File: config.mk
export PLATFORM = sky130hd
export DESIGN_NAME = board_io_ctrl_flat
export DESIGN_NICKNAME = d
export VERILOG_FILES = /design/src/rtl/board_io_if.sv /design/src/rtl/board_io_ctrl.sv /design/src/flat_wrapper.sv
export SDC_FILE = /design/constraint.sdc
export NUM_CORES = 1
export LEC_CHECK = 0
export BUFFER_PORTS_ARGS = -buffer_cell sky130_fd_sc_hd__buf_2
export CAP_MARGIN = 10
export CORE_UTILIZATION = 58
export DETAILED_ROUTE_END_ITERATION = 6
export HOLD_SLACK_MARGIN = 0.06
export PLACE_DENSITY = 0.8
export SLEW_MARGIN = 10
export SYNTH_ARGS = -nofsm -noshare
export SYNTH_HDL_FRONTEND = slang
export SYNTH_SLANG_ARGS = --single-unit
export TNS_END_PERCENT = 1
File: constraint.sdc
create_clock -name clk_i -period 7.22 [get_ports clk_i]
set_clock_uncertainty 0.05 [all_clocks]
set_input_delay 0 -clock clk_i [delete_from_list [all_inputs] [get_ports clk_i]]
set_output_delay 0 -clock clk_i [all_outputs]
set_load 0.02 [all_outputs]
File: src/rtl/board_io_if.sv
// Board-side I/O bundle for board_io_ctrl: PLL lock, buttons, switches,
// LEDs and the button interrupt handshake toward the core.
interface board_io_if #(
    parameter int NUM_BTN = 5,
    parameter int NUM_SW  = 16,
    parameter int NUM_LED = 16,
    parameter int PWM_W   = 4
);
    logic               pll_locked_i;
    logic [NUM_BTN-1:0] btn_i;
    logic [NUM_SW-1:0]  sw_i;
    logic [NUM_LED-1:0] led_i;
    logic [PWM_W-1:0]   led_bright_i;
    logic [NUM_BTN-1:0] irq_mask_i;
    logic               irq_ack_i;
    logic               sys_rst_o;
    logic [NUM_SW-1:0]  sw_o;
    logic [NUM_BTN-1:0] btn_level_o;
    logic [NUM_BTN-1:0] btn_press_o;
    logic               irq_o;
    logic [NUM_LED-1:0] led_o;

    // Board/core side: drives raw inputs and requests, observes results.
    modport master (
        output pll_locked_i, btn_i, sw_i, led_i, led_bright_i, irq_mask_i, irq_ack_i,
        input  sys_rst_o, sw_o, btn_level_o, btn_press_o, irq_o, led_o
    );

    // Controller side.
    modport slave (
        input  pll_locked_i, btn_i, sw_i, led_i, led_bright_i, irq_mask_i, irq_ack_i,
        output sys_rst_o, sw_o, btn_level_o, btn_press_o, irq_o, led_o
    );
endinterface

File: src/rtl/board_io_ctrl.sv
// Board I/O controller: reset synchronizer, PLL-lock driven core reset
// sequencer, input synchronizers, button debounce/press/irq and LED PWM.
//
// Reset sequencer states:
//   state   | meaning
//   HOLD    | PLL not locked, core held in reset
//   STRETCH | lock seen, counting RST_STRETCH cycles before release
//   RUN     | core out of reset, lock monitored
module board_io_ctrl #(
    parameter int NUM_BTN         = 5,
    parameter int NUM_SW          = 16,
    parameter int NUM_LED         = 16,
    parameter int SYNC_STAGES     = 2,
    parameter int DEBOUNCE_CYCLES = 1000000,
    parameter int RST_STRETCH     = 16,
    parameter int PWM_W           = 4
) (
    input  logic       clk_i,
    input  logic       arst_n_i,
    board_io_if.slave  io
);

    localparam int SYNC_BITS = 1 + NUM_BTN + NUM_SW;
    localparam int DBW       = $clog2(DEBOUNCE_CYCLES);
    localparam int SCW       = (RST_STRETCH > 1) ? $clog2(RST_STRETCH) : 1;
    localparam logic [DBW-1:0] DB_LAST = DBW'(DEBOUNCE_CYCLES - 1);
    localparam logic [SCW-1:0] ST_LAST = SCW'(RST_STRETCH - 1);

    typedef enum logic [1:0] {HOLD, STRETCH, RUN} rst_state_t;

    logic [SYNC_STAGES-1:0]                rst_chain;
    logic                                  rst_n;
    logic [SYNC_STAGES-1:0][SYNC_BITS-1:0] sync_q;
    logic                                  lock_s;
    logic [NUM_BTN-1:0]                    btn_s;
    rst_state_t                            state;
    logic [SCW-1:0]                        str_cnt;
    logic                                  sys_rst;
    logic [NUM_BTN-1:0][DBW-1:0]           db_cnt;
    logic [NUM_BTN-1:0]                    btn_level;
    logic [NUM_BTN-1:0]                    btn_press;
    logic                                  irq;
    logic [PWM_W-1:0]                      pwm_cnt;
    logic [NUM_LED-1:0]                    led;

    // Reset asserts immediately but releases only after SYNC_STAGES clean edges.
    always_ff @(posedge clk_i or negedge arst_n_i) begin
        if (!arst_n_i) rst_chain <= '0;
        else           rst_chain <= {rst_chain[SYNC_STAGES-2:0], 1'b1};
    end

    assign rst_n = rst_chain[SYNC_STAGES-1];

    // One shared synchronizer chain for lock, buttons and switches.
    always_ff @(posedge clk_i or negedge rst_n) begin
        if (!rst_n) begin
            sync_q <= '0;
        end else begin
            sync_q[0] <= {io.sw_i, io.btn_i, io.pll_locked_i};
            for (int s = 1; s < SYNC_STAGES; s++) sync_q[s] <= sync_q[s-1];
        end
    end

    assign lock_s = sync_q[SYNC_STAGES-1][0];
    assign btn_s  = sync_q[SYNC_STAGES-1][NUM_BTN:1];

    // Core reset sequencer; loss of lock always drops straight back to HOLD.
    always_ff @(posedge clk_i or negedge rst_n) begin
        if (!rst_n) begin
            state   <= HOLD;
            str_cnt <= '0;
            sys_rst <= 1'b1;
        end else begin
            case (state)
                HOLD: begin
                    sys_rst <= 1'b1;
                    if (lock_s) begin
                        state   <= STRETCH;
                        str_cnt <= '0;
                    end
                end
                STRETCH: begin
                    if (!lock_s) begin
                        state   <= HOLD;
                        sys_rst <= 1'b1;
                    end else if (str_cnt == ST_LAST) begin
                        state   <= RUN;
                        sys_rst <= 1'b0;
                    end else begin
                        str_cnt <= str_cnt + SCW'(1);
                    end
                end
                RUN: begin
                    if (!lock_s) begin
                        state   <= HOLD;
                        sys_rst <= 1'b1;
                    end
                end
                default: begin
                    state   <= HOLD;
                    sys_rst <= 1'b1;
                end
            endcase
        end
    end

    // Per-button debounce; press pulses in the first cycle the new high level shows.
    always_ff @(posedge clk_i or negedge rst_n) begin
        if (!rst_n) begin
            db_cnt    <= '0;
            btn_level <= '0;
            btn_press <= '0;
        end else begin
            for (int i = 0; i < NUM_BTN; i++) begin
                btn_press[i] <= 1'b0;
                if (btn_s[i] == btn_level[i]) begin
                    db_cnt[i] <= '0;
                end else if (db_cnt[i] == DB_LAST) begin
                    btn_level[i] <= btn_s[i];
                    btn_press[i] <= btn_s[i];
                    db_cnt[i]    <= '0;
                end else begin
                    db_cnt[i] <= db_cnt[i] + DBW'(1);
                end
            end
        end
    end

    // Sticky interrupt; a new masked press beats a simultaneous ack.
    always_ff @(posedge clk_i or negedge rst_n) begin
        if (!rst_n)                        irq <= 1'b0;
        else if (|(btn_press & io.irq_mask_i)) irq <= 1'b1;
        else if (io.irq_ack_i)             irq <= 1'b0;
    end

    // Free-running PWM ramp and registered LED gating; full scale bypasses the compare.
    always_ff @(posedge clk_i or negedge rst_n) begin
        if (!rst_n) begin
            pwm_cnt <= '0;
            led     <= '0;
        end else begin
            pwm_cnt <= pwm_cnt + PWM_W'(1);
            led     <= io.led_i & {NUM_LED{(io.led_bright_i == '1) || (pwm_cnt < io.led_bright_i)}};
        end
    end

    assign io.sys_rst_o   = sys_rst;
    assign io.sw_o        = sync_q[SYNC_STAGES-1][SYNC_BITS-1:NUM_BTN+1];
    assign io.btn_level_o = btn_level;
    assign io.btn_press_o = btn_press;
    assign io.irq_o       = irq;
    assign io.led_o       = led;

endmodule

File: src/flat_wrapper.sv
// flat-port wrapper written by rule: the top's interface ports become plain ports
module board_io_ctrl_flat 
#(
    parameter int NUM_BTN         = 5,
    parameter int NUM_SW          = 16,
    parameter int NUM_LED         = 16,
    parameter int SYNC_STAGES     = 2,
    parameter int DEBOUNCE_CYCLES = 1000000,
    parameter int RST_STRETCH     = 16,
    parameter int PWM_W           = 4
)
  (clk_i, arst_n_i, io_pll_locked_i, io_btn_i, io_sw_i, io_led_i, io_led_bright_i, io_irq_mask_i, io_irq_ack_i, io_sys_rst_o, io_sw_o, io_btn_level_o, io_btn_press_o, io_irq_o, io_led_o);
  board_io_if #(.NUM_BTN(NUM_BTN), .NUM_SW(NUM_SW), .NUM_LED(NUM_LED), .PWM_W(PWM_W)) io_i ();
  input  logic clk_i;
  input  logic arst_n_i;
  input wire logic [$bits(io_i.pll_locked_i)-1:0] io_pll_locked_i;
  input wire logic [$bits(io_i.btn_i)-1:0] io_btn_i;
  input wire logic [$bits(io_i.sw_i)-1:0] io_sw_i;
  input wire logic [$bits(io_i.led_i)-1:0] io_led_i;
  input wire logic [$bits(io_i.led_bright_i)-1:0] io_led_bright_i;
  input wire logic [$bits(io_i.irq_mask_i)-1:0] io_irq_mask_i;
  input wire logic [$bits(io_i.irq_ack_i)-1:0] io_irq_ack_i;
  output wire logic [$bits(io_i.sys_rst_o)-1:0] io_sys_rst_o;
  output wire logic [$bits(io_i.sw_o)-1:0] io_sw_o;
  output wire logic [$bits(io_i.btn_level_o)-1:0] io_btn_level_o;
  output wire logic [$bits(io_i.btn_press_o)-1:0] io_btn_press_o;
  output wire logic [$bits(io_i.irq_o)-1:0] io_irq_o;
  output wire logic [$bits(io_i.led_o)-1:0] io_led_o;
  assign io_i.pll_locked_i = io_pll_locked_i;
  assign io_i.btn_i = io_btn_i;
  assign io_i.sw_i = io_sw_i;
  assign io_i.led_i = io_led_i;
  assign io_i.led_bright_i = io_led_bright_i;
  assign io_i.irq_mask_i = io_irq_mask_i;
  assign io_i.irq_ack_i = io_irq_ack_i;
  assign io_sys_rst_o = io_i.sys_rst_o;
  assign io_sw_o = io_i.sw_o;
  assign io_btn_level_o = io_i.btn_level_o;
  assign io_btn_press_o = io_i.btn_press_o;
  assign io_irq_o = io_i.irq_o;
  assign io_led_o = io_i.led_o;
  board_io_ctrl #(.NUM_BTN(NUM_BTN), .NUM_SW(NUM_SW), .NUM_LED(NUM_LED), .SYNC_STAGES(SYNC_STAGES), .DEBOUNCE_CYCLES(DEBOUNCE_CYCLES), .RST_STRETCH(RST_STRETCH), .PWM_W(PWM_W)) u_core (.clk_i(clk_i), .arst_n_i(arst_n_i), .io(io_i));
endmodule
==> implementation parameters, run 1 <==
Parameter                              Value

Status
  Status ... complete, no violations

Clocking
  Maximum number of buffers from clock root to sink ... 2
  H-tree depth ... 4
  CTS tree ... yes
  Source-to-sink clock delay at the later pin of the worst-skew pair ... 0.44 ns
  Quantity of gates resized following cts ... 0
  CTS hold repair buffers ... 43
  Clock root cell ... sky130_fd_sc_hd__clkbuf_16
  Clock transition time at the flip-flop clock pins of the worst setup and hold paths ... 0.07 ns
  Number of buffers added by the clock tree synthesis step ... 17
  Setup Buffers After CTS ... 0
  Sinks on the clock net ... 184

Pwr
  Total net switching power ... 0.505 mW
  Internal power ... 1.63 mW
  Power share of the clock group ... 43.9%
  Max rail drop VDD ... 0.182 mV
  Sequential share of power ... 50.8%
  Sw frac ... 23.7%
  Part of the total power dissipated in combinational logic ... 5.3%
  Total power per unit cell area ... 227 nW/um^2
  Static leakage ... 4.19 nW

Worst setup path
  Worst setup startpoint ... u_core.db_cnt[0]
  Critical Path Sink Type ... register
  Critical setup path kind ... reg2reg
  Origin of the critical flop-to-flop path ... u_core.db_cnt[0]
  Required time reported for the critical path endpoint ... 7.53 ns
  Worst path slowest cell ... sky130_fd_sc_hd__or4_1
  Setup crit start kind ... register
  Arr. time, crit path ... 2.46 ns
  Largest incremental delay on the critical path ... 0.66 ns
  Largest driver fanout on the critical path ... 7
  Critical path cell sequence ... ha_1 > nand4_1 > or4_1 > or3_1 > a21oi_1

Detailed routing
  Remaining design rule violation count ... 0
  Final WL ... 16.1 mm
  Per-cell routed wire length ... 15.3 um
  DR vias ... 5848
  1st-iter DRT viols ... 384
  Number of detailed-routing iterations run before antenna repair ... 5
  Count of nets left with antenna violations after detail routing ... 0
  Detailed-route vias per instance ... 5.57

Floorplanning
  Die Ht ... 118 um
  Floorplan die area ... 14000 um^2
  Placement Rows ... 42
  Die span in x ... 118 um
  Starting Density ... 59.4%
  Placeable Area ... 13200 um^2
  Ports ... 94

Global routing
  Met2 GRT Util ... 42.8%
  Met1 demand-to-capacity share in global routing ... 29.7%
  Vias in the first global route ... 6079
  Initial antenna violation count ... 0
  Sum of overflow across all layers after global routing ... 0
  First-pass GRT wire length ... 27.6 mm
  Global-route met3 utilization ... 7.14%
  Combined global-route utilization of all metal layers ... 24.8%
  Pin count of the biggest net entering global routing ... 69
  Busiest layer in global routing ... met2

Cells and area
  Fraction of final layout cells with drive strength greater than 1 ... 16.6%
  Number of nets in the layout ... 920
  Most common cell after layout, fill and taps aside ... sky130_fd_sc_hd__dfrtp_1
  Commonest cells after routing, fill and taps aside ... 182 x sky130_fd_sc_hd__dfrtp_1, 93 x sky130_fd_sc_hd__buf_2, 78 x sky130_fd_sc_hd__nor2_1
  Layout-stage area growth over the synthesis result ... 19.8%
  Antenna cells ... 0
  Final core utilization ... 71.1%

STA
  Setup-violating endpoint count in the final report ... 0
  Final setup TNS ... 0 ns
  Slew Limit Headroom ... 44.4%
  Fmax ... 464 MHz
  Hold Violations, Final ... 0
  RSZ-0062 raised after global routing ... false
  Tmin final ... 2.16 ns
  Share of the cycle needed by the critical path after routing ... 29.9%
  Worst-margin pin slew ... 0.833 ns
  Final worst hold slack ... 0.156 ns
  Max Slew Vio Count ... 0

Yosys
  Number of unique standard cell types used by synthesis ... 42
  Dominant combinational cell family by area after synthesis ... simple AND/OR/NAND/NOR gates
  Yosys warning total ... 0
  Synth Area in Compound Gates ... 7.49%
  Post-synth net total ... 798
  Simple-gate share of the synthesized area ... 20.4%
  Mux cell area share after synthesis ... 0.863%
  Share of synthesized area occupied by flip-flops and latches ... 58.8%
  Fraction of synthesized cell area in xor and xnor cells ... 7.04%
  Post-synth design cell area ... 7830 um^2
  Register bit count reported by yosys ... 184
  Post-synthesis instance total ... 738
  Post-synthesis adder-cell area fraction ... 1.60%
  Per-instance average area after synthesis ... 10.6 um^2

Hold path
  Hold WC Path Type ... in2reg
  Worst hold start ... io_btn_i[0]

Placed design
  Routability-driven placement congestion ratio ... 0.868
  HPWL after detailed placement ... 9.90 mm
  Number of input and output port buffers inserted ... 93

Run
  Total of max-cap violations ... 0
==> stage by stage <==
step | instance area [um^2] | instances | setup slack [ns] | power (mW)
after floorplan | 7830 | 738 | 1.66 | 1.16
after global placement | 8360 | 974 | 5.20 | 1.19
after detailed placement | 8360 | 974 | 5.13 | 1.20
after CTS | 9380 | 1049 | 5.09 | 2.14
after global routing | 9380 | 1049 | 4.89 | 2.20
final | 9380 | 1049 | 5.06 | 2.13
==> power groups by stage <==
stage / Clock [mW] / Sequential [mW] / Combinational (mW)
2_1_floorplan: 0 / 1.11 / 0.0495
3_3_place_gp: 0 / 1.10 / 0.0902
3_5_place_dp: 0 / 1.10 / 0.0947
4_1_cts: 0.950 / 1.08 / 0.112
5_1_grt: 0.989 / 1.09 / 0.125
6_report: 0.935 / 1.08 / 0.113
==> worst max-delay path, delay by kind of cell (launching register included) <==
kind	cells	cell delay, ns
AOI/OAI and AO/OA	1	0.17
adders and majority gates	1	0.25
DFF	1	0.40
and+or+nand+nor	3	1.20
==> metal layers <==
metal	vias to the layer above	wire length [um]
met1	2894	6720
met4	0	184
met3	15	795
li1	2798	-
met5	-	0
met2	141	8350
==> cell families (layout without fill, tap and decap cells) <==
logic type | count (synthesis) | in the layout
simple gates | 310 | 310
flops | 184 | 184
compound gates | 104 | 104
xor+xnor | 63 | 63
buf+inv | 60 | 195
fa+ha+maj | 10 | 10
mux | 6 | 6
other cells | 1 | 1
==> Yosys cell counts <==
cell | n | area share [%]
sky130_fd_sc_hd__and4_1 | 7 | 0.78
sky130_fd_sc_hd__xnor2_1 | 39 | 4.4
sky130_fd_sc_hd__a21o_1 | 2 | 0.19
sky130_fd_sc_hd__nand3_1 | 40 | 2.6
sky130_fd_sc_hd__dfrtp_1 | 183 | 58
sky130_fd_sc_hd__buf_2 | 2 | 0.13
sky130_fd_sc_hd__nor4b_1 | 4 | 0.45
sky130_fd_sc_hd__or3_2 | 1 | 0.096
sky130_fd_sc_hd__and3_1 | 9 | 0.72
sky130_fd_sc_hd__nor3b_1 | 1 | 0.096
sky130_fd_sc_hd__xor2_1 | 24 | 2.7
sky130_fd_sc_hd__or4_1 | 13 | 1.2
sky130_fd_sc_hd__mux2_2 | 6 | 0.86
sky130_fd_sc_hd__clkbuf_2 | 2 | 0.13
sky130_fd_sc_hd__and3_2 | 1 | 0.096
sky130_fd_sc_hd__buf_4 | 16 | 1.5
sky130_fd_sc_hd__nand3_4 | 1 | 0.22
sky130_fd_sc_hd__o31ai_1 | 8 | 0.77
sky130_fd_sc_hd__nor3_1 | 18 | 1.2
sky130_fd_sc_hd__buf_1 | 1 | 0.048
sky130_fd_sc_hd__nor4bb_1 | 1 | 0.13
sky130_fd_sc_hd__nor2b_1 | 2 | 0.16
sky130_fd_sc_hd__nand2b_1 | 9 | 0.72
sky130_fd_sc_hd__a31o_2 | 1 | 0.11
sky130_fd_sc_hd__nor2_1 | 78 | 3.7
sky130_fd_sc_hd__dfstp_2 | 1 | 0.34
sky130_fd_sc_hd__o31ai_2 | 1 | 0.16
sky130_fd_sc_hd__o2bb2ai_1 | 2 | 0.22
sky130_fd_sc_hd__a21oi_1 | 53 | 3.4
sky130_fd_sc_hd__ha_1 | 10 | 1.6
sky130_fd_sc_hd__conb_1 | 1 | 0.048
sky130_fd_sc_hd__nor4_1 | 13 | 1.0
sky130_fd_sc_hd__nand4b_1 | 2 | 0.22
sky130_fd_sc_hd__a22o_1 | 4 | 0.45
sky130_fd_sc_hd__clkbuf_1 | 18 | 0.86
sky130_fd_sc_hd__or3_1 | 27 | 2.2
sky130_fd_sc_hd__inv_1 | 21 | 1.0
sky130_fd_sc_hd__and2_1 | 5 | 0.40
sky130_fd_sc_hd__nand2_1 | 55 | 2.6
sky130_fd_sc_hd__o21ai_0 | 30 | 1.9
sky130_fd_sc_hd__nand4_1 | 23 | 1.8
sky130_fd_sc_hd__a22oi_1 | 3 | 0.29
==> flip-flops by register name (all words and copies together), names as in the netlist <==
name,cells
u_core.pwm_cnt,4
u_core.io.sys_rst_o,1
u_core.str_cnt,4
u_core.io.led_o,16
u_core.state,2
u_core.rst_chain,2
u_core.sync_q,22
u_core.db_cnt,100
u_core.io.sw_o,16
u_core.lock_s,1
u_core.io.btn_press_o,5
u_core.io.irq_o,1
u_core.btn_s,5
u_core.io.btn_level_o,5
==> worst paths after layout <==
path / slack (ns) / depth (start not counted) / to
max: 5.06 / 5 / u_core.db_cnt[18]
min: 0.16 / 2 / u_core.sync_q[1]
min reg2reg: 0.30 / 0 / u_core.io.sw_o[11]
min in group asynchronous: 0.32 / 0 / u_core.io.btn_press_o[3]
max reg2reg: 5.06 / 5 / u_core.db_cnt[18]
max in group asynchronous: 5.46 / 1 / u_core.sync_q[4]
==> layout make-up <==
class | instances | area (um^2)
Fill cell | 886 | 3810
Multi-Input combinational cell | 494 | 2940
Inverter | 21 | 78.8
Clock buffer | 17 | 425
Clock inverter | 15 | 168
Sequential cell | 184 | 4610
Tap cell | 176 | 220
Timing Repair Buffer | 142 | 941
Note: power is estimated with default switching activity, not from simulation.
==> inputs of run 2 (changes only) <==
==> constraint.sdc (replaced) <==
create_clock -name clk_i -period 2.1 [get_ports clk_i]
set_clock_uncertainty 0.05 [all_clocks]
set_input_delay 0 -clock clk_i [delete_from_list [all_inputs] [get_ports clk_i]]
set_output_delay 0 -clock clk_i [all_outputs]
set_load 0.02 [all_outputs]
==> implementation parameters, run 2 (synthesis gave the netlist of run 1 again) <==
Parameter                              Value

Placed design
  Setup WS pre-CTS ... 0.0215 ns (-5.11 ns)
  Total placed cells including tap cells ... 986 (+1.2%)
  Number of input and output port buffers inserted ... 93 (unchanged)
  Routability-driven placement congestion ratio ... 0.864 (-0.51%)
  HPWL after detailed placement ... 10.4 mm (+4.6%)
  Instance area after placement ... 8480 um^2 (+1.4%)

Worst setup path
  Critical setup path kind ... reg2reg
  Worst path slowest cell ... sky130_fd_sc_hd__or4_4
  Worst reg2reg path depth ... 5 (unchanged)
  Largest incremental delay on the critical path ... 0.62 ns (-0.04 ns)
  Worst setup startpoint ... u_core.db_cnt[80]
  Required time reported for the critical path endpoint ... 2.40 ns (-5.13 ns)
  Setup crit start kind ... register
  Arr. time, crit path ... 2.34 ns (-0.12 ns)
  R2r setup slk ... 0.06 ns (-5.00 ns)
  Critical Path Sink Type ... register
  Largest driver fanout on the critical path ... 7 (unchanged)
  Origin of the critical flop-to-flop path ... u_core.db_cnt[80]
  Critical path cell sequence ... ha_1 > nand4_1 > or4_4 > or3_1 > a21oi_1
  Reg-to-Reg End ... u_core.db_cnt[96]
  Crit path to ... u_core.db_cnt[96]

STA
  Hold Violations, Final ... 0 (unchanged)
  Fmax ... 490 MHz (+5.6%)
  Max Slew Vio Count ... 0 (unchanged)
  RSZ-0062 raised after global routing ... true
  Slew Limit Headroom ... 64.2% (+20 points)
  Tmin final ... 2.04 ns (-0.115 ns)
  Post-layout worst setup margin ... 0.0591 ns (-5.00 ns)
  Final worst hold slack ... 0.151 ns (-0.00473 ns)
  Setup-violating endpoint count in the final report ... 0 (unchanged)
  Share of the cycle needed by the critical path after routing ... 97.2% (+67 points)
  Worst-margin pin slew ... 0.536 ns (-0.297 ns)

Clocking
  Setup Buffers After CTS ... 0 (unchanged)
  Clock root cell ... sky130_fd_sc_hd__clkbuf_16
  CTS tree ... yes
  Source-to-sink clock delay at the later pin of the worst-skew pair ... 0.43 ns (about the same)
  Maximum number of buffers from clock root to sink ... 2 (unchanged)
  H-tree depth ... 4 (unchanged)
  Number of buffers added by the clock tree synthesis step ... 17 (unchanged)
  Clock transition time at the flip-flop clock pins of the worst setup and hold paths ... 0.07 ns (about the same)
  Sinks on the clock net ... 184 (unchanged)

Pwr
  Total power per unit cell area ... 752 nW/um^2 (+230%)
  Part of the total power dissipated in combinational logic ... 5.7% (+0.4 points)
  Internal power ... 5.41 mW (+230%)
  Power share of the clock group ... 42.3% (-1.6 points)
  Sw frac ... 24.2% (+0.48 points)
  Max rail drop VDD ... 0.605 mV (+230%)
  Static leakage ... 4.24 nW (+1.4%)
  Total net switching power ... 1.73 mW (+240%)
  Sequential share of power ... 52.0% (+1.2 points)

Detailed routing
  Per-cell routed wire length ... 14.9 um (-2.8%)
  Number of detailed-routing iterations run before antenna repair ... 5 (unchanged)
  DR vias ... 5851 (+0.051%)
  1st-iter DRT viols ... 365 (-4.9%)
  Final WL ... 15.8 mm (-1.7%)
  Count of nets left with antenna violations after detail routing ... 0 (unchanged)
  Remaining design rule violation count ... 0 (unchanged)
  Detailed-route vias per instance ... 5.51 (-1.1%)

Cells and area
  Number of nets in the layout ... 932 (+1.3%)
  Antenna cells ... 0 (unchanged)
  Fraction of final layout cells with drive strength greater than 1 ... 18.4% (+1.8 points)
  Count of placed standard cells in the final layout, fillers left out ... 1061 (+1.1%)
  Top flop regs ... u_core.db_cnt: 100 flops, u_core.sync_q: 22 flops
  Commonest cells after routing, fill and taps aside ... 182 x sky130_fd_sc_hd__dfrtp_1, 93 x sky130_fd_sc_hd__buf_2, 78 x sky130_fd_sc_hd__nor2_1
  Area of the multi-input gates ... 2960 um^2 (+0.77%)
  Layout-stage area growth over the synthesis result ... 21.2%
  Most common cell after layout, fill and taps aside ... sky130_fd_sc_hd__dfrtp_1
  Reg with most FFs ... u_core.db_cnt
  Footprint of the flip-flops and latches ... 4610 um^2 (unchanged)
  Final design area excluding fillers ... 9490 um^2 (+1.2%)
  Filler instances ... 910 (+2.7%)
  Flip-flop count of the largest register, all copies and words added ... 100 (unchanged)

Run
  Total of max-cap violations ... 0 (unchanged)

Global routing
  Vias in the first global route ... 5905 (-2.9%)
  Met1 demand-to-capacity share in global routing ... 29.4% (-0.37 points)
  Pin count of the biggest net entering global routing ... 68 (-1.4%)
  Sum of overflow across all layers after global routing ... 0 (unchanged)
  Global-route met3 utilization ... 5.84% (-1.3 points)
  Busiest layer in global routing ... met2
  Met2 GRT Util ... 42.4% (-0.44 points)
  First-pass GRT wire length ... 26.9 mm (-2.5%)
  Initial antenna violation count ... 0 (unchanged)
  Combined global-route utilization of all metal layers ... 24.3% (-0.51 points)

Status
  Status ... complete, no violations

Hold path
  Hold WC Path Type ... in2reg
  Worst hold start ... io_sw_i[0]

Floorplanning
  Die Ht ... 118 um (unchanged)
  Placeable Area ... 13200 um^2 (unchanged)
  Die span in x ... 118 um (unchanged)
  Starting Density ... 59.4% (unchanged)
  Placement Rows ... 42 (unchanged)
  Floorplan die area ... 14000 um^2 (unchanged)
  Ports ... 94 (unchanged)
==> run 2: worst min path at each step <==
stage	to	slack, ns	cells past startpoint
after global routing	u_core.sync_q[10]	0.15	2
after detailed placement	u_core.rst_chain[0]	-0.26	1
after CTS	u_core.sync_q[6]	0.14	2
final	u_core.sync_q[6]	0.15	2
after floorplan	u_core.rst_chain[0]	-0.35	0
after global placement	u_core.rst_chain[0]	-0.26	1
==> run 2: power by group through the flow <==
stage / Clock, mW / Combinational, mW / Sequential, mW
floorplan: 0 / 0.170 / 3.82
global placement: 0 / 0.331 / 3.77
detailed placement: 0 / 0.345 / 3.78
CTS: 3.08 / 0.406 / 3.71
global route: 3.23 / 0.453 / 3.72
finish: 3.02 / 0.406 / 3.71
==> run 2: routing by layer <==
metal / wire (um) / share of wire (%) / vias up
met2: 8410 / 53 / 124
met3: 622 / 3.9 / 26
li1: - / - / 2830
met5: 0 / 0 / -
met1: 6500 / 41 / 2871
met4: 253 / 1.6 / 0
==> run 2: stage by stage <==
stage	utilization (%)	total power, mW	setup TNS, ns
final	72.0	7.14	0
after floorplan	-	3.99	0
after detailed placement	64.3	4.13	0
after global placement	64.3	4.10	0
after global routing	72.0	7.41	-0.0222
after CTS	71.8	7.20	0
==> run 2: timing repair <==
action	CTS	global route
gates resized for setup	0	6
hold buffers	43	0
endpoints found under the hold margin	41	0
endpoints found under the setup margin	0	11
==> run 2: final cells by class <==
class,count,share of cell area [%]
clock buffers,18,4.63
clock inverters,14,1.32
inverters,21,0.830
multi-input cells,494,31.2
flip-flops and latches,184,48.6
well taps,176,2.32
repair buffers,154,11.1
==> run 2: critical path: cells and delay by family, from the launching register on <==
kind	cells	cell delay, ns
AOI/OAI and AO/OA	1	0.16
DFF	1	0.39
adders and majority gates	1	0.23
and+or+nand+nor	3	1.13
==> inputs of run 3 (changes only) <==
--- a/config.mk
+++ b/config.mk
@@ -5,9 +5,10 @@
 export SDC_FILE = /design/constraint.sdc
 export NUM_CORES = 1
 export LEC_CHECK = 0
+export ABC_AREA = 1
 export BUFFER_PORTS_ARGS = -buffer_cell sky130_fd_sc_hd__buf_2
 export CAP_MARGIN = 10
-export CORE_UTILIZATION = 58
+export CORE_UTILIZATION = 59
 export DETAILED_ROUTE_END_ITERATION = 6
 export HOLD_SLACK_MARGIN = 0.06
 export PLACE_DENSITY = 0.8
==> implementation parameters, run 3 <==
Parameter                              Value

Yosys
  Post-synthesis instance total ... 991 (+34%)
  Top-area cell type share of the netlist area ... 53.0% (-5.5 points)
  Leading post-synthesis cells by cell area ... sky130_fd_sc_hd__dfrtp_1 53%, sky130_fd_sc_hd__nor2_1 9.1%, sky130_fd_sc_hd__nand2_1 7.9%
  Count leader, synth ... sky130_fd_sc_hd__nor2_1
  Post-synth net total ... 1051 (+32%)
  Top cells by instance count after synthesis ... 209 x sky130_fd_sc_hd__nor2_1, 183 x sky130_fd_sc_hd__dfrtp_1, 181 x sky130_fd_sc_hd__nand2_1, 101 x sky130_fd_sc_hd__inv_1, 90 x sky130_fd_sc_hd__nand3_1
  Cell type contributing the most total cell area after synthesis ... sky130_fd_sc_hd__dfrtp_1
  Post-synth EDFFs ... 0 (unchanged)
  Register bit count reported by yosys ... 184 (unchanged)
  Per-instance average area after synthesis ... 8.72 um^2 (-18%)
  Async set-reset flop share out of synthesis ... 100% (unchanged)
  Top FF cell, synth ... sky130_fd_sc_hd__dfrtp_1
  Share of synthesized area occupied by flip-flops and latches ... 53.3% (-5.5 points)
  Post-synth design cell area ... 8650 um^2 (+10%)
  Yosys warning total ... 0 (unchanged)
  Number of unique standard cell types used by synthesis ... 40 (-4.8%)

Run
  Total of max-cap violations ... 0 (unchanged)

Cells and area
  Area of the multi-input gates ... 3510 um^2 (+18%)
  Top flop regs ... u_core.db_cnt: 100 flops, u_core.sync_q: 22 flops
  Final design area excluding fillers ... 10300 um^2 (+8.1%)
  Most common cell after layout, fill and taps aside ... sky130_fd_sc_hd__nor2_1
  Layout-stage area growth over the synthesis result ... 18.7%
  Reg with most FFs ... u_core.db_cnt
  Number of nets in the layout ... 1188 (+27%)
  Fraction of final layout cells with drive strength greater than 1 ... 15.6% (-2.8 points)
  Filler instances ... 1044 (+15%)
  Footprint of the flip-flops and latches ... 4610 um^2 (unchanged)
  Flip-flop count of the largest register, all copies and words added ... 100 (unchanged)
  Antenna cells ... 0 (unchanged)
  Commonest cells after routing, fill and taps aside ... 209 x sky130_fd_sc_hd__nor2_1, 182 x sky130_fd_sc_hd__dfrtp_1, 181 x sky130_fd_sc_hd__nand2_1

Hold path
  Worst hold start ... io_btn_i[0]
  Hold Path Sink ... u_core.sync_q[1]
  Hold Path Cell Cnt ... 2 (unchanged)
  Hold WC Path Type ... in2reg

STA
  Hold Violations, Final ... 0 (unchanged)
  Fmax ... 577 MHz (+18%)
  Final setup TNS ... 0 ns (unchanged)
  Slew Limit Headroom ... 59.6% (-4.7 points)
  Tmin final ... 1.73 ns (-0.308 ns)
  RSZ-0062 raised after global routing ... false
  Setup-violating endpoint count in the final report ... 0 (unchanged)
  Share of the cycle needed by the critical path after routing ... 82.5% (-15 points)
  Max Slew Vio Count ... 0 (unchanged)
  Final worst hold slack ... 0.166 ns (+0.0154 ns)
  Post-layout worst setup margin ... 0.367 ns (+0.308 ns)
  Worst-margin pin slew ... 0.605 ns (+0.0682 ns)

Worst setup path
  Largest incremental delay on the critical path ... 0.51 ns (-0.11 ns)
  Worst reg2reg path depth ... 4 (-1)
  Origin of the critical flop-to-flop path ... u_core.pwm_cnt[3]
  Arr. time, crit path ... 1.93 ns (-0.41 ns)
  Worst path slowest cell ... sky130_fd_sc_hd__o21ai_2
  Critical path cell sequence ... ha_1 > nand2_1 > o21ai_2 > a21boi_0
  Top delay family on crit path ... compound AO/OA/AOI/OAI gates
  R2r setup slk ... 0.37 ns (+0.31 ns)
  Reg-to-Reg End ... u_core.io.led_o[14]
  Setup crit start kind ... register
  Largest driver fanout on the critical path ... 16 (+9)
  Critical setup path kind ... reg2reg
  Critical Path Sink Type ... register
  Required time reported for the critical path endpoint ... 2.30 ns (-0.10 ns)
  Buffer and inverter count on the worst path ... 0 (unchanged)

Global routing
  Busiest layer in global routing ... met2
  Pin count of the biggest net entering global routing ... 71 (+4.4%)
  Combined global-route utilization of all metal layers ... 25.0% (+0.70 points)
  Global-route met3 utilization ... 6.23% (+0.39 points)
  Met2 GRT Util ... 42.0% (-0.43 points)
  First-pass GRT wire length ... 29.5 mm (+9.5%)
  Initial antenna violation count ... 0 (unchanged)
  Met1 demand-to-capacity share in global routing ... 32.6% (+3.2 points)
  Vias in the first global route ... 6450 (+9.2%)
  Sum of overflow across all layers after global routing ... 0 (unchanged)

Detailed routing
  Per-cell routed wire length ... 13.1 um (-12%)
  Remaining design rule violation count ... 0 (unchanged)
  Number of detailed-routing iterations run before antenna repair ... 5 (unchanged)
  Count of nets left with antenna violations after detail routing ... 0 (unchanged)
  DR vias ... 6755 (+15%)
  Detailed-route vias per instance ... 5.11 (-7.3%)
  1st-iter DRT viols ... 429 (+18%)
  Final WL ... 17.3 mm (+9.4%)

Placed design
  HPWL after detailed placement ... 11.8 mm (+14%)
  Instance area after placement ... 9250 um^2 (+9.2%)
  Setup WS pre-CTS ... 0.494 ns (+0.472 ns)
  Number of input and output port buffers inserted ... 93 (unchanged)
  Routability-driven placement congestion ratio ... 0.894 (+3.5%)

Floorplanning
  Floorplan die area ... 15100 um^2 (+8.4%)
  Starting Density ... 61.3% (+2.0 points)
  Ports ... 94 (unchanged)
  Placement Rows ... 43 (+2.4%)
  Placeable Area ... 14100 um^2 (+6.9%)
  Die span in x ... 123 um (+4.1%)
  Die Ht ... 123 um (+4.1%)

Clocking
  CTS tree ... yes
  Clock root cell ... sky130_fd_sc_hd__clkbuf_16
  H-tree depth ... 4 (unchanged)
  Quantity of gates resized following cts ... 0 (unchanged)
  Source-to-sink clock delay at the later pin of the worst-skew pair ... 0.42 ns (about the same)
  Setup Buffers After CTS ... 0 (unchanged)
  Sinks on the clock net ... 184 (unchanged)
  Maximum number of buffers from clock root to sink ... 2 (unchanged)
  Number of buffers added by the clock tree synthesis step ... 17 (unchanged)
  Clock transition time at the flip-flop clock pins of the worst setup and hold paths ... 0.07 ns (about the same)

Pwr
  Max rail drop VDD ... 0.778 mV (+29%)
  Total Power Consumption ... 7.28 mW (+1.9%)
  Static leakage ... 4.67 nW (+10%)
  Total power per unit cell area ... 709 nW/um^2 (-5.7%)

Status
  Status ... complete, no violations
[run 3: cell count changes after synthesis, sizes merged, moves of 28 or more]
cell   change
nand3     +54
nor2     +147
a21oi     -34
inv       +83
nand2    +136
or3       -28
[run 3: how the worst max path moves through the flow]
stage / startpoint / end / slack (ns) / depth (start not counted)
2_1_floorplan: u_core.rst_chain[1] / u_core.btn_s[0] / 0.16 / 0
3_3_place_gp: u_core.pwm_cnt[2] / u_core.io.led_o[10] / 0.57 / 4
3_5_place_dp: u_core.pwm_cnt[3] / u_core.io.led_o[15] / 0.49 / 4
4_1_cts: u_core.pwm_cnt[3] / u_core.io.led_o[11] / 0.49 / 4
5_1_grt: u_core.pwm_cnt[3] / u_core.io.led_o[14] / 0.24 / 4
6_report: u_core.pwm_cnt[3] / u_core.io.led_o[14] / 0.37 / 4
[run 3: per-layer routing]
layer	vias to the layer above	wire length [um]
met5	-	0
met4	0	154
met3	18	1020
met2	175	8540
met1	3180	7550
li1	3382	-
[run 3: layout make-up]
type | count | share of cell area (%)
flip-flops and latches | 184 | 44.9
clock inverters | 13 | 1.43
clock buffers | 19 | 4.32
well taps | 180 | 2.19
multi-input cells | 682 | 34.2
repair buffers | 139 | 9.17
inverters | 104 | 3.80
[run 3: worst register-to-register path, delay by kind of cell (launching register included)]
family	cells	cell delay, ns
DFF	1	0.40
and+or+nand+nor	1	0.07
adders and majority gates	1	0.30
AOI/OAI and AO/OA	2	0.75
[run 3: kinds of logic (layout without fill, tap and decap cells)]
group	after synthesis	count (layout)	share of synthesized area, %
simple gates	558	558	29.0
flops	184	184	53.3
buf+inv	125	275	6.18
compound gates	57	57	4.04
xor+xnor	56	56	6.02
fa+ha+maj	10	10	1.45
other cells	1	1	0.0434
[run 3: repair_timing]
action | 4_1_cts | 5_1_grt
endpoints found under the setup margin | 0 | 0
hold endpoints to repair | 41 | 0
hold buffers | 42 | 0
[run 3: stage by stage]
step,instances,util [%]
2_1_floorplan,991,-
3_3_place_gp,1247,65.6
3_5_place_dp,1247,65.6
4_1_cts,1321,72.8
5_1_grt,1321,72.8
6_report,1321,72.8
[run 3: where the power goes]
part           switching, mW  leakage (nW)  internal (mW)  total (mW)
clock network           1.35         0.278           1.80        3.15
registers             0.0691          2.43           3.65        3.72
logic                  0.239          1.96          0.175       0.413
